File: src/rtl/lm_555_timer_prog.sv
// Programmable 555-style pulse generator, astable or monostable.
// Phase lengths are computed from the R1/R2/C values with the 555 equations.
//
// Ports:
//   clk      rising-edge clock
//   rst      asynchronous reset, active-low
//   en       run enable; low forces IDLE at the next edge
//   mode     0 = astable, 1 = monostable (sampled when leaving IDLE)
//   trig     monostable trigger, level-sampled
//   cfg_load latch r1_in/r2_in/cap_in and recompute phase lengths
//   r1_in    R1 value
//   r2_in    R2 value
//   cap_in   C value
//   out      timer output, high while in HIGH (registered)
//   busy     high while not IDLE (registered)
//   cfg_sat  last computed length saturated to all-ones
module lm_555_timer_prog #(
    parameter int RW     = 8,
    parameter int CW     = 8,
    parameter int CNT_W  = 20,
    parameter int R1_DEF = 1,
    parameter int R2_DEF = 1,
    parameter int C_DEF  = 10,
    parameter int RETRIG = 0
) (
    input  logic          clk,
    input  logic          rst,
    input  logic          en,
    input  logic          mode,
    input  logic          trig,
    input  logic          cfg_load,
    input  logic [RW-1:0] r1_in,
    input  logic [RW-1:0] r2_in,
    input  logic [CW-1:0] cap_in,
    output logic          out,
    output logic          busy,
    output logic          cfg_sat
);

    localparam int MW = RW + 1 + CW + 10;

    typedef logic [MW-1:0] mw_t;
    typedef logic [CNT_W-1:0] len_t;

    typedef enum logic [1:0] {
        IDLE,
        HIGH,
        LOW
    } state_t;

    // Rounded 0.693*R*C in full precision, before clamping.
    function automatic mw_t raw_len(input logic [RW:0] rsum,
                                    input logic [CW-1:0] c);
        mw_t p;
        p = mw_t'(rsum) * mw_t'(c) * mw_t'(693) + mw_t'(500);
        return p / mw_t'(1000);
    endfunction

    function automatic logic is_sat(input mw_t q);
        return (q >> CNT_W) != '0;
    endfunction

    // Clamped to [1, 2^CNT_W-1].
    function automatic len_t clamp_len(input mw_t q);
        if (is_sat(q))
            return '1;
        else if (q == '0)
            return len_t'(1);
        else
            return q[CNT_W-1:0];
    endfunction

    logic [RW:0] hsum_new;
    logic [RW:0] lsum_new;
    logic [RW:0] hsum_def;
    logic [RW:0] lsum_def;
    mw_t         hq_new;
    mw_t         lq_new;
    mw_t         hq_def;
    mw_t         lq_def;

    assign hsum_new = {1'b0, r1_in} + {1'b0, r2_in};
    assign lsum_new = {1'b0, r2_in};
    assign hsum_def = (RW+1)'(R1_DEF) + (RW+1)'(R2_DEF);
    assign lsum_def = (RW+1)'(R2_DEF);

    assign hq_new = raw_len(hsum_new, cap_in);
    assign lq_new = raw_len(lsum_new, cap_in);
    assign hq_def = raw_len(hsum_def, CW'(C_DEF));
    assign lq_def = raw_len(lsum_def, CW'(C_DEF));

    state_t state;
    state_t state_n;
    len_t   cnt;
    len_t   cnt_n;
    len_t   hi_len;
    len_t   lo_len;
    logic   mode_q;
    logic   mode_n;

    always_comb begin
        state_n = state;
        cnt_n   = cnt;
        mode_n  = mode_q;
        if (!en) begin
            state_n = IDLE;
            cnt_n   = '0;
        end else begin
            unique case (state)
                IDLE: begin
                    if (!mode || trig) begin
                        state_n = HIGH;
                        cnt_n   = hi_len - 1'b1;
                        mode_n  = mode;
                    end
                end
                HIGH: begin
                    // A retrigger wins even on the final cycle.
                    if ((RETRIG != 0) && mode_q && trig) begin
                        cnt_n = hi_len - 1'b1;
                    end else if (cnt == '0) begin
                        if (mode_q) begin
                            state_n = IDLE;
                            cnt_n   = '0;
                        end else begin
                            state_n = LOW;
                            cnt_n   = lo_len - 1'b1;
                        end
                    end else begin
                        cnt_n = cnt - 1'b1;
                    end
                end
                LOW: begin
                    if (cnt == '0) begin
                        state_n = HIGH;
                        cnt_n   = hi_len - 1'b1;
                    end else begin
                        cnt_n = cnt - 1'b1;
                    end
                end
                default: begin
                    state_n = IDLE;
                    cnt_n   = '0;
                end
            endcase
        end
    end

    always_ff @(posedge clk or negedge rst) begin
        if (!rst) begin
            state   <= IDLE;
            cnt     <= '0;
            mode_q  <= 1'b0;
            out     <= 1'b0;
            busy    <= 1'b0;
            hi_len  <= clamp_len(hq_def);
            lo_len  <= clamp_len(lq_def);
            cfg_sat <= 1'b0;
        end else begin
            state  <= state_n;
            cnt    <= cnt_n;
            mode_q <= mode_n;
            out    <= (state_n == HIGH);
            busy   <= (state_n != IDLE);
            // Running phase keeps its loaded count; new lengths
            // apply at the next phase entry.
            if (cfg_load) begin
                hi_len  <= clamp_len(hq_new);
                lo_len  <= clamp_len(lq_new);
                cfg_sat <= is_sat(hq_new) | is_sat(lq_new);
            end
        end
    end

endmodule

File: config.mk
export PLATFORM = sky130hd
export DESIGN_NAME = lm_555_timer_prog
export DESIGN_NICKNAME = d
export VERILOG_FILES = /design/src/rtl/lm_555_timer_prog.sv
export SDC_FILE = /design/constraint.sdc
export NUM_CORES = 1
export LEC_CHECK = 0
export BUFFER_PORTS_ARGS = -buffer_cell sky130_fd_sc_hd__buf_2
export CAP_MARGIN = 20
export CORE_MARGIN = 1.5
export CORE_UTILIZATION = 40
export CTS_CLUSTER_SIZE = 16
export DETAILED_ROUTE_END_ITERATION = 12
export SLEW_MARGIN = 25
export SYNTH_ARGS = -nofsm -noshare
export SYNTH_HDL_FRONTEND = slang
export SYNTH_SLANG_ARGS = --single-unit
File: constraint.sdc
create_clock -name clk -period 7 [get_ports clk]
set_input_delay 0.35 -clock clk [delete_from_list [all_inputs] [get_ports clk]]
set_output_delay 0.35 -clock clk [all_outputs]
set_load 0.03 [all_outputs]
==> metrics.md <==
| Metric | Value |
|---|---|
| Final number of hold-violating endpoints | `0` |
| Avg Cell Area, Syn | `just under 8 µm²` |
| Global Route Usage Sum | `23.7%` |
| Ys flop type | `dfrtp_1` |
| Initial DRC Count | `about 1700` |
| Pre-Repair DR Iteration Count | `6` |
| Layout area overhead | `55.6%` |
| Clk_lat worst skew | `approximately 340 ps` |
| DIE WIDTH | `approximately 260 µm` |
| Synth Area in Adders | `~28%` |
| CTS Sinks | `61` |
| Initial antenna violation count | `0` |
| Setup ws final | `-12490 ps` |
| Detailed-route DRC error count | `0` |
| Deepest clock path buffer count | `2` |
| Simple-gate portion of the synthesized area | `roughly 22%` |
| Cts hold-fix bufs | `0` |
| N_diodes | `0` |
| Worst Skew | `7.49 ps` |
| Synth cell types | `between 150 and 200` |
| #FFs+latches synth | `61` |
| Worst-Margin Slew | `907 ps` |
| Syn Inst Count | `~3300` |
| Vias in the first global route | `approximately 28000` |
| RSZ-0062 raised after global routing | `yes` |
| Status | `finished with violations` |
| Design area | `~41000 µm²` |
| Final net count | `4996` |
| Met3 WL | `around 2400 µm` |
| CTS tree | `yes` |
| FP Rows | `a little over 90` |
| IO Pins | `33` |
| Starting Density | `between 40 and 50%` |
| Cell repeated most along the worst path | `buf_4` |
| Hold crit path type | `input port to async pin` |
| Die Footprint | `a little under 70000 µm²` |
| Place WS | `-13280 ps` |
| Ys Warns | `0` |
| CTS HTree Levels | `3` |
| Worst Setup End Kind | `flip-flop` |
| Crit Path Class | `input port to flip-flop` |
| Pin count of the biggest net entering global routing | `just over 60` |
| WL per Instance | `15.8 µm` |
| Period utilisation layout | `278%` |
| Req. time, crit path | `7250 ps` |
| Post-synth EDFFs | `0` |
| Detailed Route WL | `around 85000 µm` |
| Violated checks | `negative setup slack` |
| GPL Wtd Cong | `0.929` |
| Max layer used | `met4` |
| Final ANT Viol Nets | `0` |
| Vias per cell | `around 5.5` |
| Reg2reg setup slack | `about 3100 ps` |
| CP peak stage delay | `about 580 ps` |
| FFs w/ async S/R, synth | `100%` |
| Clk slew on worst S/H paths | `~60 ps` |
| Reg2reg path depth | `10` |
| Slowest CP cell | `or4_4` |
| Minimum clock period | `roughly 19000 ps` |
| Worst R2R Start | `cnt[11]` |
| Setup TNS | `-247440 ps` |
| Worst setup SP type | `input port` |
| Post-DP HPWL | `approximately 67000 µm` |
| DP Area | `36400 µm²` |
| Sequential area share after synthesis | `5.82%` |
| Post-route met1 wirelength | `between 30000 and 40000 µm` |
| Synth Cell Area | `26400 µm²` |
| Overflow after GRT | `0` |
| First-pass GRT wire length | `~140000 µm` |
| Synth Area in Compound Gates | `a little over a quarter` |
| Normalized max-slew margin | `between 30% and 40%` |
| # fillers | `around 5400` |
| Max Cap Viol | `0` |
| Mux share of post-synthesis cell area | `under 10%` |
| Largest family of logic cells by synthesized area | `adder cells` |
| Core Box Area | `between 60000 and 70000 µm²` |
| Peak Freq | `around 50 MHz` |
| PortBufs | `31` |
| Arr. time, crit path | `just under 20000 ps` |
| Post-Synth XOR/XNOR Area | `roughly 7.3%` |
| Critical path fanouts, max | `5` |
| Reg2reg end | `cnt[7]` |
| Final setup viols | `36` |
| Die H | `between 200 and 300 µm` |
| Slew Viols, Final | `0` |
| Clock buffer count from CTS | `9` |
| Via count | `just under 30000` |
| Share of cells above drive strength 1 | `between 40% and 50%` |
| Syn Nets | `roughly 3800` |
| Met2 WL | `between 40000 and 50000 µm` |
| Root Buffer | `clkbuf_16` |
what timing repair did:
item | in CTS | in global routing
resized for setup | 327 | 267
cloned | 2 | 0
setup buffers | 110 | 80
endpoints found under the setup margin | 36 | 36
pin swaps | 196 | 168
flip-flops by register name (all words and copies together), names as in the netlist:
name / cells
lo_len: 18
out: 1
hi_len: 18
mode_q: 1
cnt: 20
state: 2
busy: 1
cell usage after synthesis (all sizes together), types with 17 or more instances:
library cell    n  area [µm²]
dfrtp          55        1380
ha            274        3430
buf            45         293
o21ai         157         838
inv           293        1100
a22o           23         204
xor2           66         586
nor3          105         556
a22oi          18         135
nand3         100         528
o21a           31         234
a21o           45         352
o21bai         31         233
nand4          31         228
mux2i          43         459
or2            34         215
or3            28         189
nor4           43         342
and3           22         150
o311ai         19         199
a21oi         236        1230
o31ai          27         249
fa            193        3860
mux2           32         379
nor2          244         943
clkbuf         66         374
o22ai          20         125
nand2         278        1070
xnor2         144        1340
a211oi         41         333
a31oi          45         328
and2          130         838
o211ai         60         455
nand2b         22         138
o211a          17         170
cell usage in the layout (no fill, tap or decap), types with 17 or more instances in the layout:
cell type,synthesis,layout
nor4_1,37,27
a31oi_1,39,29
xnor2_2,8,32
nand2b_1,22,19
o21ai_0,131,93
a21o_1,34,33
and2_1,111,94
o21ai_1,16,38
ha_1,274,236
o22ai_1,20,18
o21bai_1,31,24
buf_6,9,82
nor2_2,2,17
nand4_1,27,27
buf_2,27,20
a211oi_1,36,17
a21oi_1,224,137
fa_1,193,191
o21a_1,30,27
o211ai_1,59,59
a21oi_2,11,76
and2_4,1,28
nand3_1,96,83
a21oi_4,1,23
dfrtp_1,55,55
a211oi_2,5,17
nor3_1,99,76
nor2_1,239,209
buf_4,6,1172
mux2i_1,40,25
nand2_1,272,257
inv_1,293,277
mux2_4,5,17
a22o_1,21,19
xor2_1,65,59
xnor2_1,135,102
nor2_4,3,18
ha_4,0,36
routing by layer:
layer | up-vias | GRT usage [%]
met5 | - | 0
met1 | 14200 | 32.3
met3 | 103 | 1.14
li1 | 14500 | -
met4 | 0 | 4.84
met2 | 557 | 41.5
area by class of cell:
type | count | area, µm² | share of cell area, %
multi-input cells | 2848 | 27000 | 65.8
repair buffers | 1286 | 10000 | 24.4
flip-flops and latches | 61 | 1530 | 3.74
inverters | 293 | 1100 | 2.69
well taps | 855 | 1070 | 2.61
clock buffers | 10 | 239 | 0.583
clock inverters | 6 | 70.1 | 0.171
critical path: cells and delay by family:
| kind | cells | cell delay (ps) |
|---|---|---|
| AND/OR/NAND/NOR | 16 | 3990 |
| adder cells (fa/ha/maj) | 13 | 5270 |
| buffers and inverters | 19 | 2150 |
| multiplexers | 4 | 1240 |
| AO/OA/AOI/OAI | 32 | 6230 |
| XOR/XNOR | 4 | 520 |
cell families (layout without fill, tap and decap cells):
logic type | count (synthesis) | in the layout
other | 1 | 1
adders and majority gates | 472 | 472
muxes | 75 | 75
DFF | 61 | 61
AOI/OAI and AO/OA | 979 | 980
and+or+nand+nor | 1110 | 1110
xor gates and xnor gates | 210 | 210
buffers and inverters | 404 | 1595
how the worst max path moves through the flow:
stage | start | to | slack (ps) | cells after the start
after floorplan | r1_in[0] | hi_len[0] | -12280 | 83
after global placement | r2_in[0] | hi_len[0] | -12990 | 81
after detailed placement | r2_in[0] | hi_len[0] | -13280 | 80
after CTS | r1_in[0] | hi_len[0] | -11920 | 83
after global routing | r2_in[1] | hi_len[0] | -13140 | 94
final | r1_in[0] | hi_len[0] | -12490 | 88
metrics by stage:
step / utilization (%) / hold WS [ps] / cells
3_5_place_dp: 56.1 / 506 / 5161
4_1_cts: 60.4 / 204 / 5284
6_report: 63.3 / 166 / 5359
3_3_place_gp: 56.1 / 503 / 5161
5_1_grt: 63.3 / 237 / 5359
2_1_floorplan: - / 54.4 / 3312
Power is left out: the tool's default activity adds up to more than one toggle a clock period on the data nets, which glitch-free logic cannot reach.
